<file path="src/rtl/io_intr_ctrl.sv">
// -----------------------------------------------------------------------------
// io_intr_ctrl
// Interrupt controller between the memory-mapped IO devices (timer, keys,
// switches) and the pipeline's interrupt entry logic. Level IRQ lines are
// masked by a software IMR and a global enable (GIE). One source is chosen by
// fixed or rotating priority and carried through a request / acknowledge /
// end-of-interrupt handshake, so the pipeline sees one interrupt at a time
// with a stable vector.
//
// Ports:
//   i_clk    system clock, all state on the rising edge
//   i_rst_n  asynchronous active-low reset
//   i_irq    [NSRC] level IRQ lines (index 0 timer, 1 keys, 2 switches)
//   i_abus   [BITS] address from the memory stage
//   i_din    [BITS] write data
//   i_we     write enable
//   o_dout   [BITS] read data (CTRL / STAT), 0 for any other address
//   o_intr   interrupt request to the pipeline
//   i_inta   one-cycle acknowledge (interrupt taken)
//   o_vec    [3] index of the selected / in-service source
//   i_eoi    one-cycle end-of-interrupt
//
// CTRL: [NSRC-1:0] IMR, [31] GIE.
// STAT: [NSRC-1:0] raw IRQ, [10:8] VEC, [30] in-service, [31] pending.
// -----------------------------------------------------------------------------
module io_intr_ctrl #(
  parameter int              BITS      = 32,
  parameter int              NSRC      = 3,
  parameter int              ROTATE    = 0,
  parameter logic [BITS-1:0] CTRL_ADDR = 32'hFFFFF200,
  parameter logic [BITS-1:0] STAT_ADDR = 32'hFFFFF204
) (
  input  logic            i_clk,
  input  logic            i_rst_n,
  input  logic [NSRC-1:0] i_irq,
  input  logic [BITS-1:0] i_abus,
  input  logic [BITS-1:0] i_din,
  input  logic            i_we,
  output logic [BITS-1:0] o_dout,
  output logic            o_intr,
  input  logic            i_inta,
  output logic [2:0]      o_vec,
  input  logic            i_eoi
);

  typedef enum logic [1:0] {
    ST_IDLE = 2'd0,
    ST_PEND = 2'd1,
    ST_SERV = 2'd2
  } state_t;

  state_t          r_state;
  logic            r_intr;
  logic [2:0]      r_vec;
  logic [2:0]      r_ptr;
  logic [NSRC-1:0] r_imr;
  logic            r_gie;

  logic [NSRC-1:0] w_elig;
  logic [2:0]      w_start;
  logic [2:0]      w_sel;
  logic [2:0]      w_ptr_nxt;
  logic            w_ctrl_wr;
  logic [BITS-1:0] w_dout;
  logic            w_unused_din;

  // First eligible source found searching upward from 'start', wrapping at
  // NSRC-1 -> 0. Returns 0 when nothing is eligible.
  function automatic logic [2:0] f_select(input logic [NSRC-1:0] elig,
                                          input logic [2:0]      start);
    logic [2:0] pick;
    logic       found;
    logic [3:0] idx;
    pick  = 3'd0;
    found = 1'b0;
    for (int k = 0; k < NSRC; k++) begin
      idx = {1'b0, start} + 4'(k);
      idx = (idx >= 4'(NSRC)) ? (idx - 4'(NSRC)) : idx;
      if (!found && elig[idx[2:0]]) begin
        pick  = idx[2:0];
        found = 1'b1;
      end else begin
        pick  = pick;
        found = found;
      end
    end
    return pick;
  endfunction

  assign w_elig    = i_irq & r_imr & {NSRC{r_gie}};
  // Fixed priority is a rotating search that always starts at index 0.
  assign w_start   = (ROTATE != 0) ? r_ptr : 3'd0;
  assign w_sel     = f_select(w_elig, w_start);
  assign w_ptr_nxt = (r_vec == 3'(NSRC - 1)) ? 3'd0 : (r_vec + 3'd1);
  assign w_ctrl_wr = i_we && (i_abus == CTRL_ADDR);

  // Data bits that have no backing register in CTRL.
  assign w_unused_din = ^i_din[BITS-2:NSRC];

  // CTRL register: interrupt mask and global enable.
  always_ff @(posedge i_clk or negedge i_rst_n) begin
    if (!i_rst_n) begin
      r_imr <= '0;
      r_gie <= 1'b0;
    end else if (w_ctrl_wr) begin
      r_imr <= i_din[NSRC-1:0];
      r_gie <= i_din[31];
    end else begin
      r_imr <= r_imr;
      r_gie <= r_gie;
    end
  end

  // Handshake FSM; INTR is registered alongside the state so it is glitch-free.
  always_ff @(posedge i_clk or negedge i_rst_n) begin
    if (!i_rst_n) begin
      r_state <= ST_IDLE;
      r_intr  <= 1'b0;
      r_vec   <= 3'd0;
      r_ptr   <= 3'd0;
    end else begin
      case (r_state)
        ST_IDLE: begin
          r_vec <= w_sel;
          if (w_elig != '0) begin
            r_state <= ST_PEND;
            r_intr  <= 1'b1;
          end else begin
            r_state <= ST_IDLE;
            r_intr  <= 1'b0;
          end
        end
        ST_PEND: begin
          // INTA beats any same-cycle mask change: the vector seen during
          // the acknowledge cycle is the one that goes into service.
          if (i_inta) begin
            r_state <= ST_SERV;
            r_intr  <= 1'b0;
          end else if (w_elig == '0) begin
            r_state <= ST_IDLE;
            r_intr  <= 1'b0;
            r_vec   <= w_sel;
          end else begin
            r_state <= ST_PEND;
            r_intr  <= 1'b1;
            r_vec   <= w_sel;
          end
        end
        ST_SERV: begin
          r_intr <= 1'b0;
          if (i_eoi) begin
            r_state <= ST_IDLE;
            r_ptr   <= w_ptr_nxt;
          end else begin
            r_state <= ST_SERV;
          end
        end
        default: begin
          r_state <= ST_IDLE;
          r_intr  <= 1'b0;
        end
      endcase
    end
  end

  // Read mux, combinational from the address; reads have no side effects.
  always_comb begin
    w_dout = '0;
    if (i_abus == CTRL_ADDR) begin
      w_dout[31]       = r_gie;
      w_dout[NSRC-1:0] = r_imr;
    end else if (i_abus == STAT_ADDR) begin
      w_dout[31]       = r_intr;
      w_dout[30]       = (r_state == ST_SERV);
      w_dout[10:8]     = r_vec;
      w_dout[NSRC-1:0] = i_irq;
    end else begin
      w_dout = '0;
    end
  end

  assign o_dout = w_dout;
  assign o_intr = r_intr;
  assign o_vec  = r_vec;

endmodule

</file>
<file path="config.mk">
export PLATFORM = sky130hd
export DESIGN_NAME = io_intr_ctrl
export DESIGN_NICKNAME = d
export VERILOG_FILES = /design/src/rtl/io_intr_ctrl.sv
export SDC_FILE = /design/constraint.sdc
export NUM_CORES = 1
export LEC_CHECK = 0
export ABC_AREA = 1
export BUFFER_PORTS_ARGS = -buffer_cell sky130_fd_sc_hd__buf_2
export CORE_ASPECT_RATIO = 0.75
export CORE_MARGIN = 2
export CORE_UTILIZATION = 34
export CTS_CLUSTER_DIAMETER = 50
export CTS_CLUSTER_SIZE = 10
export DETAILED_ROUTE_END_ITERATION = 6
export PLACE_DENSITY = 0.85
export SLEW_MARGIN = 10
export SYNTH_ARGS = -nofsm -noshare
export SYNTH_HDL_FRONTEND = slang
export SYNTH_SLANG_ARGS = --single-unit
</file>
<file path="constraint.sdc">
create_clock -name i_clk -period 3.25 [get_ports i_clk]
set_clock_uncertainty 0.2 [all_clocks]
set_input_delay 0.1625 -clock i_clk [delete_from_list [all_inputs] [get_ports i_clk]]
set_output_delay 0.1625 -clock i_clk [all_outputs]
set_load 0.1 [all_outputs]
</file>
==> impl_metrics.ini <==
[layout]
final_nets = 262
final_cells = 223
antenna_cells = 0
drive_gt1_frac = 0.344
final_cell_area_um2 = 1140
areaGrowthSynthToFinish_pct = 34.2

[synth]
synth_commonest_cells = nand2_1 (37), buf_4 (26), inv_1 (14)
synth_top_area_frac = 0.264
synth_flop_cell = dfrtp_1
yosys_register_bits = 9
synth_edf_count = 0
avgSynthCellArea_um2 = 6.72
syn-instance-count = 127
ys_top_cells_by_area = dfrtp_1 (26%), buf_4 (23%), nand2_1 (16%)
synth_top_area_cell = dfrtp_1
yosysMostFrequentCell = nand2_1
synthesis.area_um2 = 853
synthArstFlopShare = 1.00
yosys.cell_types.count = 19
synth_seq_area_share = 0.264
yosys_warnings = 0

[outcome]
outcome = complete, no violations

[floorplan]
chipHeight_um = 47.4
die-area_um2 = 2930
io_pins = 108
core_area_um2 = 2350
initial_core_util = 0.364
fp.dieW_um = 61.8
rows = 15

[routing]
post-route-drc-count = 0
antenna_left = 0
vias_per_cell = 3.96
drtIter0Drc = 21
wl_per_cell_um = 7.89
drt-total-wl_um = 1760
dr.pass1.iters = 6
vias = 883

[timing]
period_needed_ps = 1900
maxSlewViolCount = 0
holdWs_ps = 10.8
rsz0062_at_grt = false
finalCritPeriodShare = 0.583
setup_tns_ps = 0
finalSetupViolCount = 0
max_freq_mhz = 528
hold_viol = 0

[clock_network]
clockBufferDepth = 2
cts-htree-levels = 1
numCtsBuffers = 3
cts_root_buf = clkbuf_4
post_cts_resized = 0
cts.clk_slew.worst_paths_ps = 50
worstSkewPairLatency_ps = 260
clock-sinks = 9
tritoncts = yes

[place]
gp_congestion = 0.760
post-place-cells = 212
hpwlAfterDp_um = 1510
post_dp_cell_area_um2 = 1050
numPortBuffers = 53

[global_routing]
first_global_vias = 721
gr-usage-met1 = 0.128
grt_overflow = 0
use_met2 = 0.242
antenna_found_initial = 0
grtUsageTotal = 0.124
grt_first_pass_wirelength_um = 2600
busiest_layer = met2
grt_max_degree = 15
grt.met3_usage = 0.0441

[setup_path]
worst_setup_path_start_kind = input pin
cp_slowest_cell = buf_2
crit_required_ps = 2890
path_cells = buf_2, nand2_1, nor2_1, nand2_1, nor2_4, nand2_1, nor2_1, buf_2
critPathMaxFanout = 14
crit_path_frequent_cell = nand2_1
end_kind = output pin
path_class = input pin to output pin
critPathArrivalTime_ps = 1530
crit_path_max_incr_delay_ps = 440

[power_and_ir_drop]
p_per_area_nw_per_um2 = 322
finalPower_mw = 0.369
p_leak_nw = 0.726
irDropWorstVdd_uv = 141

[worst_hold_path]
hold_path_class = input pin to flop

[job]
drv_cap = 0
-- cell families (layout without fill, tap and decap cells) --
| logic type | count (synthesis) | after routing | synth area share |
|---|---|---|---|
| AO/OA/AOI/OAI | 4 | 4 | 0.0264 |
| buffers and inverters | 41 | 78 | 0.304 |
| flip-flops | 9 | 9 | 0.264 |
| other | 1 | 26 | 0.00439 |
| AND/OR/NAND/NOR | 72 | 72 | 0.402 |
-- sequential cells by signal, summed over array words and instances, names as in the netlist --
signal,count
r_gie,1
o_intr,1
o_vec,2
r_state,2
r_imr,3
-- where the power goes --
group / internal, mW / leakage [nW] / switching [mW]
registers: 0.112 / 0.126 / 0.000000000497
logic: 0.0266 / 0.586 / 0.147
clock network: 0.0471 / 0.0150 / 0.0357
-- critical path: cells and delay by family --
family / cells / cell delay, ps
buffers and inverters: 2 / 520
AND/OR/NAND/NOR: 6 / 860
-- through the flow --
stage          setup WS, ps  utilization
2_1_floorplan           557            -
3_3_place_gp           1460        0.447
3_5_place_dp           1390        0.447
4_1_cts                1380        0.488
5_1_grt                1210        0.488
6_report               1350        0.488
-- cell type report --
type | instances | area (µm²)
Clock buffer | 4 | 26.3
Fill cell | 238 | 1200
Inverter | 14 | 52.6
Multi-Input combinational cell | 102 | 463
Sequential cell | 9 | 225
Tap cell | 34 | 42.5
Timing Repair Buffer | 60 | 335
-- layer usage --
| metal | wire (µm) | share of wire | vias to the layer above |
|---|---|---|---|
| li1 | - | - | 469 |
| met1 | 722 | 0.41 | 364 |
| met2 | 882 | 0.50 | 48 |
| met3 | 149 | 0.085 | 2 |
| met4 | 5 | 0.0028 | 0 |
| met5 | 0 | 0 | - |
-- layout by cell type (no fill, tap or decap), drive strengths merged, types with 2 or more instances in the layout --
master	count
buf	53
clkbuf	4
conb	26
dfrtp	9
dlygate4sd3	7
inv	14
nand2	39
nand3	12
nand4	5
nor2	14
o22ai	2
-- repair_timing --
action	CTS	global route
hold buffers	7	0
endpoints found under the hold margin	14	0
buffers inserted	0	0
-- path summary, 6_finish.rpt --
path | from | depth (start not counted) | slack (ps) | end
setup / recovery | i_abus[16] | 8 | 1350 | o_dout[30]
hold / removal | i_we | 3 | 10 | r_imr[1]
setup reg to reg | r_state[0] | 3 | 1580 | r_state[1]
hold reg to reg | r_imr[0] | 2 | 310 | r_imr[0]
max in group asynchronous | i_rst_n | 2 | 2590 | r_imr[1]
min in group asynchronous | i_rst_n | 2 | 80 | r_state[0]
No activity file was read; power rests on OpenSTA's default activity.
